===== config.mk =====
export PLATFORM = sky130hd
export DESIGN_NAME = sram_controller_flat
export DESIGN_NICKNAME = d
export VERILOG_FILES = /design/src/rtl/sram_controller_if.sv /design/src/rtl/sram_controller.sv /design/src/flat_wrapper.sv
export SDC_FILE = /design/constraint.sdc
export NUM_CORES = 1
export LEC_CHECK = 0
export BUFFER_PORTS_ARGS = -buffer_cell sky130_fd_sc_hd__buf_2
export CAP_MARGIN = 30
export CORE_MARGIN = 2
export CORE_UTILIZATION = 30
export CTS_BUF_LIST = sky130_fd_sc_hd__clkbuf_16
export CTS_CLUSTER_SIZE = 14
export DETAILED_ROUTE_END_ITERATION = 8
export GPL_TIMING_DRIVEN = 0
export HOLD_SLACK_MARGIN = 0.02
export PLACE_DENSITY_LB_ADDON = 0.3
export RECOVER_POWER = 50
export SLEW_MARGIN = 20
export SYNTH_ARGS = -nofsm -noshare
export SYNTH_HDL_FRONTEND = slang
export SYNTH_SLANG_ARGS = --single-unit

===== constraint.sdc =====
create_clock -name clk -period 3 [get_ports clk]
set_input_delay 0.6 -clock clk [delete_from_list [all_inputs] [get_ports clk]]
set_output_delay 0.6 -clock clk [all_outputs]
set_load 0.05 [all_outputs]

===== src/rtl/sram_controller_if.sv =====
// ---------------------------------------------------------------------------
// sram_controller_if
// Pipeline-side request/response bundle for the data-memory SRAM controller.
//   wr_en      : store request from the EXE/MEM register
//   rd_en      : load request from the EXE/MEM register
//   address    : byte address (ALU result), word aligned
//   write_data : store data (Rm value)
//   read_data  : last completed load word
//   ready      : low while an access is in progress (freeze = ~ready)
// The pipeline side uses the master modport, the controller the slave one.
// ---------------------------------------------------------------------------
interface sram_controller_if;
  logic        wr_en;
  logic        rd_en;
  logic [31:0] address;
  logic [31:0] write_data;
  logic [31:0] read_data;
  logic        ready;

  modport master (
    output wr_en, rd_en, address, write_data,
    input  read_data, ready
  );

  modport slave (
    input  wr_en, rd_en, address, write_data,
    output read_data, ready
  );
endinterface


===== src/rtl/sram_controller.sv =====
// ---------------------------------------------------------------------------
// sram_controller
// Splits each 32-bit load/store from the pipeline into two 16-bit SRAM
// half-accesses (low half first, then high half), each held for WAIT_CYCLES
// clocks, followed by a single DONE cycle in which ready is asserted.
//
// Parameters
//   WAIT_CYCLES : clocks per half-access, 1..15
//   BASE_ADDR   : data-memory base subtracted from the ALU byte address
// Ports
//   clk         : system clock, rising edge
//   rst         : synchronous active-high reset
//   bus         : pipeline request/response bundle (slave side)
//   sram_addr   : SRAM halfword address {word, half}
//   sram_dq_out : SRAM write data
//   sram_dq_in  : SRAM read data
//   sram_dq_oe  : 1 = controller drives the SRAM data bus
//   sram_we_n   : SRAM write strobe, active low
// ---------------------------------------------------------------------------
module sram_controller #(
  parameter int unsigned WAIT_CYCLES = 2,
  parameter logic [31:0] BASE_ADDR   = 32'd1024
) (
  input  logic                    clk,
  input  logic                    rst,
  sram_controller_if.slave        bus,
  output logic [17:0]             sram_addr,
  output logic [15:0]             sram_dq_out,
  input  logic [15:0]             sram_dq_in,
  output logic                    sram_dq_oe,
  output logic                    sram_we_n
);

  typedef enum logic [1:0] {
    IDLE = 2'd0,
    LOW  = 2'd1,
    HIGH = 2'd2,
    DONE = 2'd3
  } state_e;

  // Terminal value of the per-phase wait counter.
  localparam logic [3:0] WAIT_LAST = 4'(WAIT_CYCLES - 1);

  state_e      state_q,     state_d;
  logic [3:0]  wait_cnt_q,  wait_cnt_d;
  logic        op_q,        op_d;          // 1 = write
  logic [16:0] word_q,      word_d;
  logic [31:0] wdata_q,     wdata_d;
  logic [31:0] read_data_q, read_data_d;
  logic [17:0] sram_addr_q, sram_addr_d;
  logic [15:0] dq_out_q,    dq_out_d;
  logic        dq_oe_q,     dq_oe_d;
  logic        we_n_q,      we_n_d;

  logic        req_s;
  logic        wait_last_s;
  logic        ready_s;
  logic [31:0] offset_s;
  logic [16:0] req_word_s;
  logic        unused_offset_s;

  assign req_s       = bus.wr_en | bus.rd_en;
  assign offset_s    = bus.address - BASE_ADDR;
  assign req_word_s  = offset_s[18:2];
  // Byte-lane bits and the part above the 18-bit halfword space are dropped.
  assign unused_offset_s = ^{offset_s[31:19], offset_s[1:0]};
  assign wait_last_s = (wait_cnt_q == WAIT_LAST);

  // Next-state, SRAM pin and read-capture logic.
  always_comb begin
    state_d     = state_q;
    wait_cnt_d  = wait_cnt_q;
    op_d        = op_q;
    word_d      = word_q;
    wdata_d     = wdata_q;
    read_data_d = read_data_q;
    sram_addr_d = sram_addr_q;
    dq_out_d    = dq_out_q;
    dq_oe_d     = dq_oe_q;
    we_n_d      = we_n_q;
    ready_s     = 1'b0;

    case (state_q)
      IDLE: begin
        if (req_s) begin
          // Pins are loaded straight from the inputs so the low half is
          // already valid on the first LOW cycle; a write wins over a read.
          state_d     = LOW;
          wait_cnt_d  = 4'd0;
          op_d        = bus.wr_en;
          word_d      = req_word_s;
          wdata_d     = bus.write_data;
          sram_addr_d = {req_word_s, 1'b0};
          dq_out_d    = bus.write_data[15:0];
          dq_oe_d     = bus.wr_en;
          we_n_d      = ~bus.wr_en;
          ready_s     = 1'b0;
        end else begin
          ready_s     = 1'b1;
        end
      end

      LOW: begin
        if (wait_last_s) begin
          state_d     = HIGH;
          wait_cnt_d  = 4'd0;
          sram_addr_d = {word_q, 1'b1};
          dq_out_d    = wdata_q[31:16];
          if (!op_q) begin
            read_data_d = {read_data_q[31:16], sram_dq_in};
          end else begin
            read_data_d = read_data_q;
          end
        end else begin
          wait_cnt_d  = wait_cnt_q + 4'd1;
        end
      end

      HIGH: begin
        if (wait_last_s) begin
          state_d    = DONE;
          wait_cnt_d = 4'd0;
          dq_oe_d    = 1'b0;
          we_n_d     = 1'b1;
          if (!op_q) begin
            read_data_d = {sram_dq_in, read_data_q[15:0]};
          end else begin
            read_data_d = read_data_q;
          end
        end else begin
          wait_cnt_d = wait_cnt_q + 4'd1;
        end
      end

      DONE: begin
        state_d = IDLE;
        ready_s = 1'b1;
      end

      default: begin
        state_d = IDLE;
        dq_oe_d = 1'b0;
        we_n_d  = 1'b1;
      end
    endcase
  end

  // State and output registers; reset aborts any access in flight.
  always_ff @(posedge clk) begin
    if (rst) begin
      state_q     <= IDLE;
      wait_cnt_q  <= 4'd0;
      op_q        <= 1'b0;
      word_q      <= 17'd0;
      wdata_q     <= 32'd0;
      read_data_q <= 32'd0;
      sram_addr_q <= 18'd0;
      dq_out_q    <= 16'd0;
      dq_oe_q     <= 1'b0;
      we_n_q      <= 1'b1;
    end else begin
      state_q     <= state_d;
      wait_cnt_q  <= wait_cnt_d;
      op_q        <= op_d;
      word_q      <= word_d;
      wdata_q     <= wdata_d;
      read_data_q <= read_data_d;
      sram_addr_q <= sram_addr_d;
      dq_out_q    <= dq_out_d;
      dq_oe_q     <= dq_oe_d;
      we_n_q      <= we_n_d;
    end
  end

  assign bus.read_data = read_data_q;
  assign bus.ready     = ready_s;
  assign sram_addr     = sram_addr_q;
  assign sram_dq_out   = dq_out_q;
  assign sram_dq_oe    = dq_oe_q;
  assign sram_we_n     = we_n_q;

endmodule


===== src/flat_wrapper.sv =====
// flat-port wrapper written by rule: the top's interface ports become plain ports
module sram_controller_flat 
#(
  parameter int unsigned WAIT_CYCLES = 2,
  parameter logic [31:0] BASE_ADDR   = 32'd1024
)
  (clk, rst, sram_addr, sram_dq_out, sram_dq_in, sram_dq_oe, sram_we_n, bus_wr_en, bus_rd_en, bus_address, bus_write_data, bus_read_data, bus_ready);
  sram_controller_if bus_i ();
  input  logic clk;
  input  logic rst;
  output logic [17:0] sram_addr;
  output logic [15:0] sram_dq_out;
  input  logic [15:0] sram_dq_in;
  output logic sram_dq_oe;
  output logic sram_we_n;
  input wire logic [$bits(bus_i.wr_en)-1:0] bus_wr_en;
  input wire logic [$bits(bus_i.rd_en)-1:0] bus_rd_en;
  input wire logic [$bits(bus_i.address)-1:0] bus_address;
  input wire logic [$bits(bus_i.write_data)-1:0] bus_write_data;
  output wire logic [$bits(bus_i.read_data)-1:0] bus_read_data;
  output wire logic [$bits(bus_i.ready)-1:0] bus_ready;
  assign bus_i.wr_en = bus_wr_en;
  assign bus_i.rd_en = bus_rd_en;
  assign bus_i.address = bus_address;
  assign bus_i.write_data = bus_write_data;
  assign bus_read_data = bus_i.read_data;
  assign bus_ready = bus_i.ready;
  sram_controller #(.WAIT_CYCLES(WAIT_CYCLES), .BASE_ADDR(BASE_ADDR)) u_core (.clk(clk), .rst(rst), .bus(bus_i), .sram_addr(sram_addr), .sram_dq_out(sram_dq_out), .sram_dq_in(sram_dq_in), .sram_dq_oe(sram_dq_oe), .sram_we_n(sram_we_n));
endmodule

Word level (Yosys, flattened, before mapping) --
Index checks and enable logic that the tools add are counted.
Storage, ports and cells: register bits after elaboration 124, latch bits 0, bits in writable memories 0, bits in read-only memories 0, memories kept 0
Operators by class: add/sub/neg operators 2, multiply operators 0, divide/modulo/power cells 0, $lt $le $gt $ge 0, eq/ne operators 7, shift operators 0, muxes and demuxes 26, bitwise gates (word level) 5, reductions and logical operators 12
Operators by type and width (number):
- $mux 32 | 3
- $pmux 32 s2 | 1
- $mux 16 | 3
- $mux 18 | 2
- $pmux 18 s2 | 1
- $pmux 16 s2 | 1
- $sub 19x11->19 const B | 1
- $reduce_and 3->1 | 3
- $mux 4 | 2
- $pmux 2 s4 | 1
- $pmux 4 s2 | 1
- $reduce_and 4->1 | 2
- $mux 2 | 3
- $ne 2x1->1 const B | 3
- $pmux 1 s2 | 3
- $reduce_bool 2->1 | 3
- $mux 1 | 5
- $add 4x1->4 const B | 1
- $eq 2x2->1 const B | 2
- $eq 4x1->1 const B | 1
- $not 1->1 | 4
- $reduce_and 2->1 | 2
- $eq 2x1->1 const B | 1
- $logic_not 2->1 | 1
- other kinds (2) | 2

Longest topological paths before layout --
depth after elaboration 4, gate-level depth with buffers 8, gate-level depth less buffers 6

Worst setup path after synthesis --
No wires, ideal clock.
path kind register -> output, start point register u_core.state_q[0], end point output bus_ready, arrival time 2.118 ns, required time 2.400 ns, path slack 0.282 ns, cell stages (with the launch flop) 7, buffers on the path 2, cell sequence dfxtp_1 inv_1 ha_1 buf_2 or3b_2 clkbuf_1 a21oi_1
Between the ends: longest elaborated chain between the ends 2, elaborated cells on any way between the ends 3, those cells by class eq/ne: 1; mux: 1; reduce/logical: 1
RTL lines:
- start, declared | RTL line sram_controller.sv:44 | state_e state_q, state_d;
- start signal, assigned | RTL line sram_controller.sv:162 | state_q <= state_d;
- $eq 2x2->1 / $logic_not 2->1 (equally long branches) | RTL line sram_controller.sv:83 | case (state_q)
- $pmux 1 s2 * | RTL line sram_controller.sv:83
- end, declared | RTL line flat_wrapper.sv:21 | output wire logic [$bits(bus_i.ready)-1:0] bus_ready;
Every way passes the cells marked *; elsewhere a longest branch is shown, timed or not.

Worst setup path after layout --
Ends and elaborated chain as after synthesis.

==> impl_metrics.csv <==
group,metric,value,unit
place,place_inst,833,
place,pre_cts_ws,0.431,ns
setup_path,rrSetupSlack,0.60,ns
global_routing,antenna_found_initial,0,
synthesis,synthAdderAreaFrac,2.15,%
drt,viasPerCell,4.88,
setup_path,crit_path_start_kind,"flop",
synthesis,synth_seq_area_share,46.5,%
floorplan,rows,45,
timing,fin_ws,0.204,ns
clock_tree,cts_num_sinks,108,
synthesis,syn-num-nets,600,
floorplan,die_h,129,um
drt,ant_nets,0,
pwr,power.internal,3.43,mW
setup_path,path_class,"flop to output port",
setup_path,critPathLaunch,"u_core.state_q[0]",
setup_path,required,2.40,ns
layout,fill_cells,1600,
layout,nets,747,
pwr,totalPowerFinal,6.29,mW
clock_tree,hold_buffers,0,
synthesis,synth_edf_count,0,
setup_path,r2r_end,"u_core.sram_addr[10]",
status,outcome,"finished, final reports clean",
setup_path,crit_chain,"inv_1, ha_1, buf_2, or3b_2, a21oi_1, buf_4",
global_routing,grt_max_degree,19,
timing,drv_slew,0,
setup_path,rr_worst_depth,9,
clock_tree,htree_levels,3,
global_routing,grt_pass1_vias,4038,
place,hpwl,9.68,mm
global_routing,grt_pass1_wl,20.4,mm
synthesis,synth_top_family_by_area,"simple AND/OR/NAND/NOR gates",
layout,drive_gt1_share,19.5,%
clock_tree,cts_buffer_depth,2,
timing,max_freq,0.358,GHz
layout,instances_no_fill,848,
clock_tree,path_clk_slew,0.07,ns
job,drv_cap,0,
synthesis,netlist-cell-type-count,46,
pwr,p_leak,2.31,nW
setup_path,critPathCapture,"bus_ready",
synthesis,ys_ff_latch,108,
timing,relSlewSlack,39.1,%
floorplan,core,15200,um^2
synthesis,synth-compound-area-share,17.3,%
synthesis,syn_area,4650,um^2
layout,num_antenna_cells,0,
synthesis,yosysWarningCount,0,
floorplan,die_area,16500,um^2
floorplan,die_w,129,um
timing,fin_worst_skew,0.00719,ns
synthesis,syn_area_per_cell,9.16,um^2
setup_path,crit_path_max_fanout,9,
synthesis,synth.area.mux_share,9.71,%
worst_hold_path,worstHoldPathType,"flop to flop",
drt,num_vias,4142,
clock_tree,cts_tree,"yes",
pwr,pwr-share-seq,31.3,%
setup_path,worstPathArrival,2.20,ns
pwr,power_frac_clock,20.6,%
layout,final_common_cell,"dfxtp_1",
pwr,ir_drop,0.409,mV
drt,firstDrtPassIters,4,
clock_tree,clock-root-buffer,"clkbuf_16",
pwr,pwr-share-comb,48.2,%
synthesis,synth_ff_type,"dfxtp_1",
synthesis,synthSimpleGateAreaFrac,18.5,%
setup_path,critPathSlowestCell,"or3b_2",
place,port_buffers,136,
floorplan,start_util,30.6,%
synthesis,synthArstFlopShare,0,%
pwr,power_density,1080,nW/um^2
timing,finalSetupTns,0,ns
layout,final_cell_mix,"dfxtp_1 (108), clkbuf_1 (92), nand2_1 (83)",
pwr,p_switching,2.86,mW
place,placed_cell_area,5580,um^2
clock_tree,insertion_delay,0.36,ns
setup_path,r2r_start,"u_core.state_q[0]",
timing,tightest_slew,0.904,ns
timing,report.final.hold_viol_count,0,
place,place.gp.congestion,0.791,
timing,period_share,93.2,%
drt,drt-total-wl,13.0,mm
layout,stdcell_area,5810,um^2
setup_path,cp_slowest_stage_delay,0.56,ns
global_routing,groute.usage.overall,15.8,%
timing,period_minus_slack,2.80,ns
drt,route.detailed.drc,0,
global_routing,grt_overflow,0,
drt,drt_iter0_drc,147,
drt,route.detailed.wl_per_inst,15.3,um
synthesis,synthXorXnorAreaFrac,1.13,%
setup_path,end_kind,"output port",
pwr,swShare,45.4,%
floorplan,pin_count,153,
timing,finalSetupViolations,0,
layout,synthToLayoutAreaGrowth,24.9,%
timing,rsz0062_at_grt,"no",
synthesis,syn_inst,508,
clock_tree,cts_buffers,9,
## synth_stat cells (all sizes together) (2+ instances only)
| library cell | instances | share of area, % |
|---|---|---|
| or3b | 2 | 0.38 |
| o211ai | 2 | 0.32 |
| xor2 | 2 | 0.38 |
| buf | 13 | 2.1 |
| xnor2 | 4 | 0.75 |
| nand2b | 5 | 0.67 |
| o21ai | 12 | 1.3 |
| dfxtp | 108 | 46 |
| o221ai | 3 | 0.56 |
| nand3 | 8 | 0.97 |
| nor2 | 57 | 4.6 |
| or3 | 2 | 0.27 |
| ha | 8 | 2.2 |
| nand3b | 18 | 2.9 |
| nand4 | 4 | 0.54 |
| inv | 7 | 0.56 |
| clkbuf | 25 | 2.0 |
| mux2i | 44 | 9.5 |
| a21oi | 50 | 5.4 |
| a211oi | 28 | 7.1 |
| nor3b | 5 | 1.0 |
| nand2 | 83 | 6.7 |
| a2bb2oi | 2 | 0.38 |
## logic make-up (layout without fill, tap and decap cells)
kind of cell,after synthesis,after routing
AND/OR/NAND/NOR,187,187
AO/OA/AOI/OAI,108,108
flip-flops,108,108
buffers and inverters,46,198
multiplexers,45,45
adder cells (fa/ha/maj),8,8
XOR/XNOR,6,6
## metrics by stage
step / util [%] / hold slack, ns
detailed placement: 36.7 / 0.434
floorplan: - / 0.431
finish: 38.2 / 0.442
CTS: 38.8 / 0.446
global route: 38.2 / 0.462
global placement: 36.6 / 0.431
## metal layers
layer	routed length [um]	global-route usage [%]	share of wire, %	vias to the layer above
met1	5950	19.5	46	1916
met3	1100	6.28	8.4	17
met5	0	0	0	-
li1	-	-	-	2048
met2	5790	25.8	45	161
met4	151	4.41	1.2	0
## flip-flops by register name, indices dropped and copies added (netlist names)
signal	flops
u_core.wait_cnt_q	4
u_core.sram_dq_oe	1
u_core.bus.read_data	32
u_core.sram_addr	18
u_core.sram_we_n	1
u_core.wdata_q	16
u_core.op_q	1
u_core.state_q	2
u_core.word_q	17
u_core.sram_dq_out	16
## worst min path at each step
stage | from | end | slack (ns) | cells after the start
2_1_floorplan | u_core.word_q[11] | u_core.word_q[11] | 0.43 | 2
3_3_place_gp | u_core.sram_we_n | u_core.sram_we_n | 0.43 | 2
3_5_place_dp | u_core.sram_we_n | u_core.sram_we_n | 0.43 | 2
4_1_cts | u_core.sram_we_n | u_core.sram_we_n | 0.45 | 2
5_1_grt | bus_write_data[30] | u_core.wdata_q[30] | 0.46 | 3
6_report | u_core.sram_we_n | u_core.sram_we_n | 0.44 | 2
## repair_timing
item                       4_1_cts  5_1_grt
resized for setup                0        2
buffers inserted                 0        0
setup endpoints to repair        0        1
## power by group through the flow
stage          clock network (mW)  registers, mW  logic [mW]
2_1_floorplan                   0           2.73        1.62
3_3_place_gp                    0           1.97        3.05
3_5_place_dp                    0           1.99        3.11
4_1_cts                      1.33           1.96        3.12
5_1_grt                      1.39           2.01        3.27
6_report                     1.29           1.97        3.03
## final cells by class
cell class	count	area, um^2	area share [%]
plain buffers	37	188	3.23
clock buffers	9	225	3.87
clock inverters	7	97.6	1.68
inverters	8	30.0	0.517
multi-input cells	354	2270	39.0
flip-flops and latches	108	2160	37.2
well taps	188	235	4.05
repair buffers	137	606	10.4
## worst max-delay path, delay by kind of cell, from the launching register on
| family | cells | cell delay [ns] |
|---|---|---|
| DFF | 1 | 0.33 |
| adders and majority gates | 1 | 0.16 |
| AOI/OAI and AO/OA | 1 | 0.24 |
| buffers and inverters | 3 | 0.54 |
| and+or+nand+nor | 1 | 0.56 |
No activity file was read; power rests on OpenSTA's default activity.
